### config.mk
export PLATFORM = sky130hd
export DESIGN_NAME = pipe_skid_reg
export DESIGN_NICKNAME = d
export VERILOG_FILES = /design/src/rtl/pipe_skid_reg.sv
export SDC_FILE = /design/constraint.sdc
export NUM_CORES = 1
export LEC_CHECK = 0
export CAP_MARGIN = 30
export CORE_MARGIN = 5
export CORE_UTILIZATION = 46
export CTS_CLUSTER_DIAMETER = 80
export DETAILED_ROUTE_END_ITERATION = 7
export PLACE_DENSITY_LB_ADDON = 0.15
export SLEW_MARGIN = 20
export SYNTH_ARGS = -nofsm -noshare
export SYNTH_HDL_FRONTEND = slang
export SYNTH_SLANG_ARGS = --single-unit
### constraint.sdc
create_clock -name clock -period 1.8 [get_ports clock]
set_input_delay 0.36 -clock clock [delete_from_list [all_inputs] [get_ports clock]]
set_output_delay 0.36 -clock clock [all_outputs]
set_load 0.1 [all_outputs]
### src/rtl/pipe_skid_reg.sv
// pipe_skid_reg: two-entry rising-edge skid register with valid/ready on both sides.
// Accepts words from falling-edge latch stages and hands them to rising-edge
// consumers. Every output comes from flops, so no ready path crosses the stage
// combinationally.
//
// Ports:
//   clock       single clock; all state changes on the rising edge
//   ctrl_reset  asynchronous reset, active low
//   flush       synchronous clear of both entries
//   in_valid    upstream word present on data_in
//   in_ready    room for a word this cycle (skid entry free)
//   data_in     upstream word
//   out_valid   data_out holds a valid word (main entry)
//   out_ready   downstream takes data_out this cycle
//   data_out    head word
//   occupancy   number of held words: 0, 1 or 2
module pipe_skid_reg #(
  parameter int WIDTH = 32
) (
  input  logic             clock,
  input  logic             ctrl_reset,
  input  logic             flush,
  input  logic             in_valid,
  output logic             in_ready,
  input  logic [WIDTH-1:0] data_in,
  output logic             out_valid,
  input  logic             out_ready,
  output logic [WIDTH-1:0] data_out,
  output logic [1:0]       occupancy
);

  // The state encoding is {main_v, skid_v}, so the valid bits fall straight
  // out of the state register.
  typedef enum logic [1:0] {
    EMPTY = 2'b00,
    ONE   = 2'b10,
    FULL  = 2'b11
  } state_t;

  state_t           state, state_nxt;
  logic [WIDTH-1:0] main_data, main_nxt;
  logic [WIDTH-1:0] skid_data, skid_nxt;
  logic             main_v, skid_v;
  logic             push, pop;

  assign main_v    = state[1];
  assign skid_v    = state[0];
  assign in_ready  = !skid_v;
  assign out_valid = main_v;
  assign data_out  = main_data;
  assign occupancy = {1'b0, main_v} + {1'b0, skid_v};

  assign push = in_valid & in_ready;
  assign pop  = out_valid & out_ready;

  always_comb begin
    state_nxt = state;
    main_nxt  = main_data;
    skid_nxt  = skid_data;
    if (flush) begin
      // A squash wins over any handshake on the same edge.
      state_nxt = EMPTY;
      main_nxt  = '0;
      skid_nxt  = '0;
    end else begin
      case (state)
        EMPTY: begin
          if (push) begin
            main_nxt  = data_in;
            state_nxt = ONE;
          end
        end
        ONE: begin
          if (push && pop) begin
            main_nxt = data_in;
          end else if (pop) begin
            state_nxt = EMPTY;
          end else if (push) begin
            skid_nxt  = data_in;
            state_nxt = FULL;
          end
        end
        FULL: begin
          // in_ready is low here, so only a pop can happen.
          if (pop) begin
            main_nxt  = skid_data;
            state_nxt = ONE;
          end
        end
        default: begin
          // {0,1} cannot be reached; fall back to empty.
          state_nxt = EMPTY;
          main_nxt  = '0;
          skid_nxt  = '0;
        end
      endcase
    end
  end

  always_ff @(posedge clock or negedge ctrl_reset) begin
    if (!ctrl_reset) begin
      state     <= EMPTY;
      main_data <= '0;
      skid_data <= '0;
    end else begin
      state     <= state_nxt;
      main_data <= main_nxt;
      skid_data <= skid_nxt;
    end
  end

endmodule

Yosys cells after proc, flatten, opt, wreduce, memory -nomap -nowiden
Cells that the tools add are included.
{ "word_totals": {"register_bits": 66, "mem_bits_rw": 0, "word_cells": 39, "romBits": 0, "inputBits": 37, "latch_bits": 0, "mem_count": 0} }
{ "op_classes": {"bitwise": 2, "addsub": 1, "n_lt_le_gt_ge": 0, "multipliers": 0, "n_eq_ne": 10, "n_reduce_logical": 7, "shift": 0, "muxes": 16, "div": 0} }
{ "op_table": {"columns": ["op", "count"], "rows": [
  ["$mux 32", 7],
  ["$pmux 32 s3", 1],
  ["$pmux 32 s2", 1],
  ["$ne 3x3->1 const B", 6],
  ["$mux 2", 6],
  ["$reduce_and 4->1", 2],
  ["$pmux 2 s3", 1],
  ["$eq 2x2->1 const B", 2],
  ["$ne 4x4->1 const B", 1],
  ["$reduce_and 3->1", 1],
  ["$add 1x1->2", 1],
  ["$and 1x1->1", 2],
  ["$logic_not 2->1", 1],
  ["$ne 2x1->1 const B", 1],
  ["$reduce_or 2->1", 1],
  ["$logic_and 1x1->1", 1],
  ["$logic_not 1->1", 1]
]} }

Depth between registers and ports, before layout
{ "depth": {"word_depth": 7, "mapped_depth": 8, "mapped_depth_nobuf": 6} }

Worst setup path before layout
OpenSTA, ideal clock, no wires.
{ "synth_path": {"path_kind": "register -> register", "start": "reg state[1]", "end": "reg skid_data[30]", "required_ns": 1.699, "path_slack_ns": -1.327, "stages_incl_launch_ff": 9, "arrival_time_ns": 3.026, "setup_ns": 0.101, "path_cell_list": "dfrtp_1 > inv_1 > ha_1 > buf_2 > inv_1 > nor3_2 > buf_2 > a22oi_1 > o32ai_1"} }
{ "synth_between": {"elab_chain_len": 4} }
{ "synth_lines": {"columns": ["element", "line", "rtl"], "rows": [
  ["start, declared", "40", "state_t state, state_nxt;"],
  ["start signal, assigned", "106", "state <= state_nxt;"],
  ["$eq 2x2->1 (tied with other cells)", "66", "case (state)"],
  ["$reduce_or 2->1 (no source line) or $logic_and 1x1->1 (tied branches)", null, null],
  ["$ne 2x1->1 (no source line) (tied with other cells)", null, null],
  ["$reduce_and 4->1 (no source line) or $mux 32 (tied branches)", null, null],
  ["end signal, assigned", "108", "skid_data <= skid_nxt;"],
  ["end, declared", "42", "logic [WIDTH-1:0] skid_data, skid_nxt;"]
]} }
Parallel ways exist; a longest one is shown, timed or not.
A chain may end at the register's enable or synchronous reset.

Final worst setup path
{ "layout_path": {"start": "reg state[1]", "end": "reg main_data[29] (netlist: data_out[29])"} }
{ "layout_between": {"elab_chain_len": 4} }
{ "layout_lines": {"columns": ["element", "line", "rtl"], "rows": [
  ["$and 1x1->1", "54", "assign pop = out_valid & out_ready;"],
  ["$logic_and 1x1->1", "74", "if (push && pop) begin"],
  ["$ne 3x3->1 (no source line)", null, null],
  ["$reduce_and 3->1 (no source line)", null, null],
  ["end signal, assigned", "107", "main_data <= main_nxt;"],
  ["end, declared", "41", "logic [WIDTH-1:0] main_data, main_nxt;"]
]} }
Parallel ways exist; a longest one is shown, timed or not.

==> reports/metrics.yaml <==
run_status:
  status: "finished with violations"
  failed_checks: "negative setup slack"
yosys:
  yosysWarnings: 0
  yosys.cell_types.count: 30
  ys_ff_latch: 66
  synthTopCellsByArea: "dfrtp_1, a22oi_1, mux2_4"
  syn_area_um2: 3490
  synth_top_cell_by_area: "dfrtp_1"
  yosys-top-cells-count: "dfrtp_1, a22oi_1, inv_1, nor2_1, o32ai_1"
  netlist_instances: 317
  syn_nets: 358
  seq_area_frac_synth: 0.473
  synth_edf_count: 0
  yosysMostFrequentCell: "dfrtp_1"
  async_flop_share: 1.00
  synth.top_cell.area_share: 0.473
  avgSynthCellArea_um2: 11.0
  synth_top_flop_cell: "dfrtp_1"
floorplanning:
  fp.dieW_um: 97.1
  ios: 73
  coreArea_um2: 7330
  num_rows: 31
  die_area_um2: 9440
  die_y_um: 97.1
  start_util: 0.477
setup_path:
  cpPeakStageDelay_ps: 520
  cp-start-kind: "register"
  critPathArrivalTime_ps: 2110
  reg2reg_depth: 7
  crit_path_cell_trace: "buf_6, ha_4, a32oi_4, o21ai_4, buf_12, buf_16, mux2_4"
  cp_data_required_time_ps: 2030
  crit_slowest_cell: "dfrtp_4"
  cp-end-kind: "register"
  cp_max_fo: 6
  worstSetupPathType: "reg2reg"
place:
  dpl.hpwl_um: 6180
  place.gp.congestion: 0.801
  place_area_um2: 4890
  portBuffers: 72
global_route:
  antenna_found_initial: 0
  grt_pass1_wl_um: 15400
  grt_max_degree: 67
  overflow: 0
  track_usage: 0.202
  grt_pass1_vias: 3045
power_and_ir_drop:
  clkPwrFrac: 0.109
  power_density_nw_per_um2: 1860
  peakVddDrop_uv: 1370
  seqPwrFrac: 0.224
  switchingPower_w: 0.00495
  p_total_w: 0.0102
  p_int_w: 0.00520
  p_comb_frac: 0.668
  sw_frac_of_total: 0.488
  leakagePower_nw: 2.30
clocking:
  numCtsBuffers: 9
  htree_levels: 3
  cts_root_buf: "clkbuf_8"
  clk_pin_slew_ps: 70
  cts.path.max_buffers: 2
  clkLatencyLatePin_ps: 340
  clock_sinks: 66
  cts_tree: "yes"
detailed_routing:
  totalWireLength_um: 9700
  drtAntennaViolNets: 0
  drcViolationCount: 0
  avgViaCountPerCell: 5.86
  drt_iter0_markers: 152
  vias: 3024
  wl_per_cell_um: 18.8
  drt_pass1_iterations: 5
sta:
  fin_skew_ps: 9.65
  slew_headroom: 0.767
  worstMarginPinSlew_ps: 349
  min_period_over_period: 1.05
  final-hold-violation-count: 0
  setup_viol: 33
  fin_ws_ps: -81.4
  rsz0062_at_grt: "yes"
  tns_ps: -1120
  slew_violations: 0
  fmax_mhz: 532
  min_period_ps: 1880
final_layout:
  fin_util: 0.743
  area.growth.synth_to_final_pct: 55.8
  nets: 454
  fin_area_um2: 5440
  diodes: 0
  drive_above_1_share: 0.422
flow_run:
  cap_violations: 0
hold_path:
  hp-class: "in2async"
layout by cell type (no fill, tap or decap), types with 2 or more instances in the layout:
master	n
clkinv_2	3
buf_4	26
o32ai_2	2
buf_12	41
inv_1	31
clkdlybuf4s50_1	35
buf_6	9
dfrtp_1	64
a22oi_1	40
o32ai_1	29
clkbuf_8	11
nor2_1	32
inv_2	2
buf_8	3
ha_4	3
mux2_4	31
o21ai_1	2
mux2_2	2
a22oi_2	24
flip-flops by register name (all words and copies together) (netlist names):
| name | flops |
|---|---|
| data_out | 32 |
| state | 2 |
| skid_data | 32 |
timing repair:
item / in CTS / in global routing
setup buffers: 10 / 2
gates cloned: 1 / 2
setup endpoints to repair: 34 / 52
pin swaps: 2 / 7
gates resized for setup: 22 / 38
hold buffers: 0 / 0
layout make-up:
| class | instances | area (um^2) |
|---|---|---|
| Clock inverter | 3 | 15.0 |
| Tap cell | 99 | 124 |
| Clock buffer | 12 | 155 |
| Multi-Input combinational cell | 184 | 1790 |
| Timing Repair Buffer | 117 | 1570 |
| Fill cell | 476 | 1890 |
| Sequential cell | 66 | 1660 |
| Inverter | 35 | 138 |
kinds of logic after synthesis:
kind of cell,synth area share
AOI/OAI and AO/OA,0.231
xor gates and xnor gates,0.00251
adders and majority gates,0.0143
buffers and inverters,0.0824
DFF,0.473
muxes,0.139
and+or+nand+nor,0.0584
worst max-delay path, delay by kind of cell (launching register included):
| family | cells | cell delay, ps |
|---|---|---|
| adder cells (fa/ha/maj) | 1 | 180 |
| multiplexers | 1 | 290 |
| flip-flops | 1 | 520 |
| buffers and inverters | 3 | 420 |
| AO/OA/AOI/OAI | 2 | 360 |
power by group through the flow:
stage	combinational, W	clock (W)	sequential (W)
floorplan	0.00205	0	0.00421
global placement	0.00622	0	0.00228
detailed placement	0.00628	0	0.00228
CTS	0.00653	0.00112	0.00226
global route	0.00702	0.00120	0.00232
finish	0.00678	0.00110	0.00227
metrics by stage:
| step | hold WS [ps] | setup WS (ps) | instances |
|---|---|---|---|
| final | 30.1 | -81.4 | 516 |
| after floorplan | 64.4 | -587 | 317 |
| after detailed placement | 404 | -250 | 488 |
| after CTS | 43.3 | -26.8 | 512 |
| after global routing | 58.0 | -119 | 516 |
| after global placement | 405 | -218 | 488 |
worst paths after layout:
check,start,to,slack (ps)
max reg2reg,state[1],data_out[29],-80
max in group asynchronous,ctrl_reset,state[0],1470
min in group clock,skid_data[10],skid_data[10],570
max,state[1],data_out[29],-80
min reg2reg,skid_data[10],skid_data[10],570
min,ctrl_reset,skid_data[21],30
metal layers:
layer / share of wire / up-vias / GRT usage
met4: 0.015 / 0 / 0.0724
met3: 0.054 / 15 / 0.0431
met5: 0 / - / 0
met1: 0.42 / 1548 / 0.257
li1: - / 1360 / -
met2: 0.51 / 101 / 0.339
No activity file was read; power rests on OpenSTA's default activity.
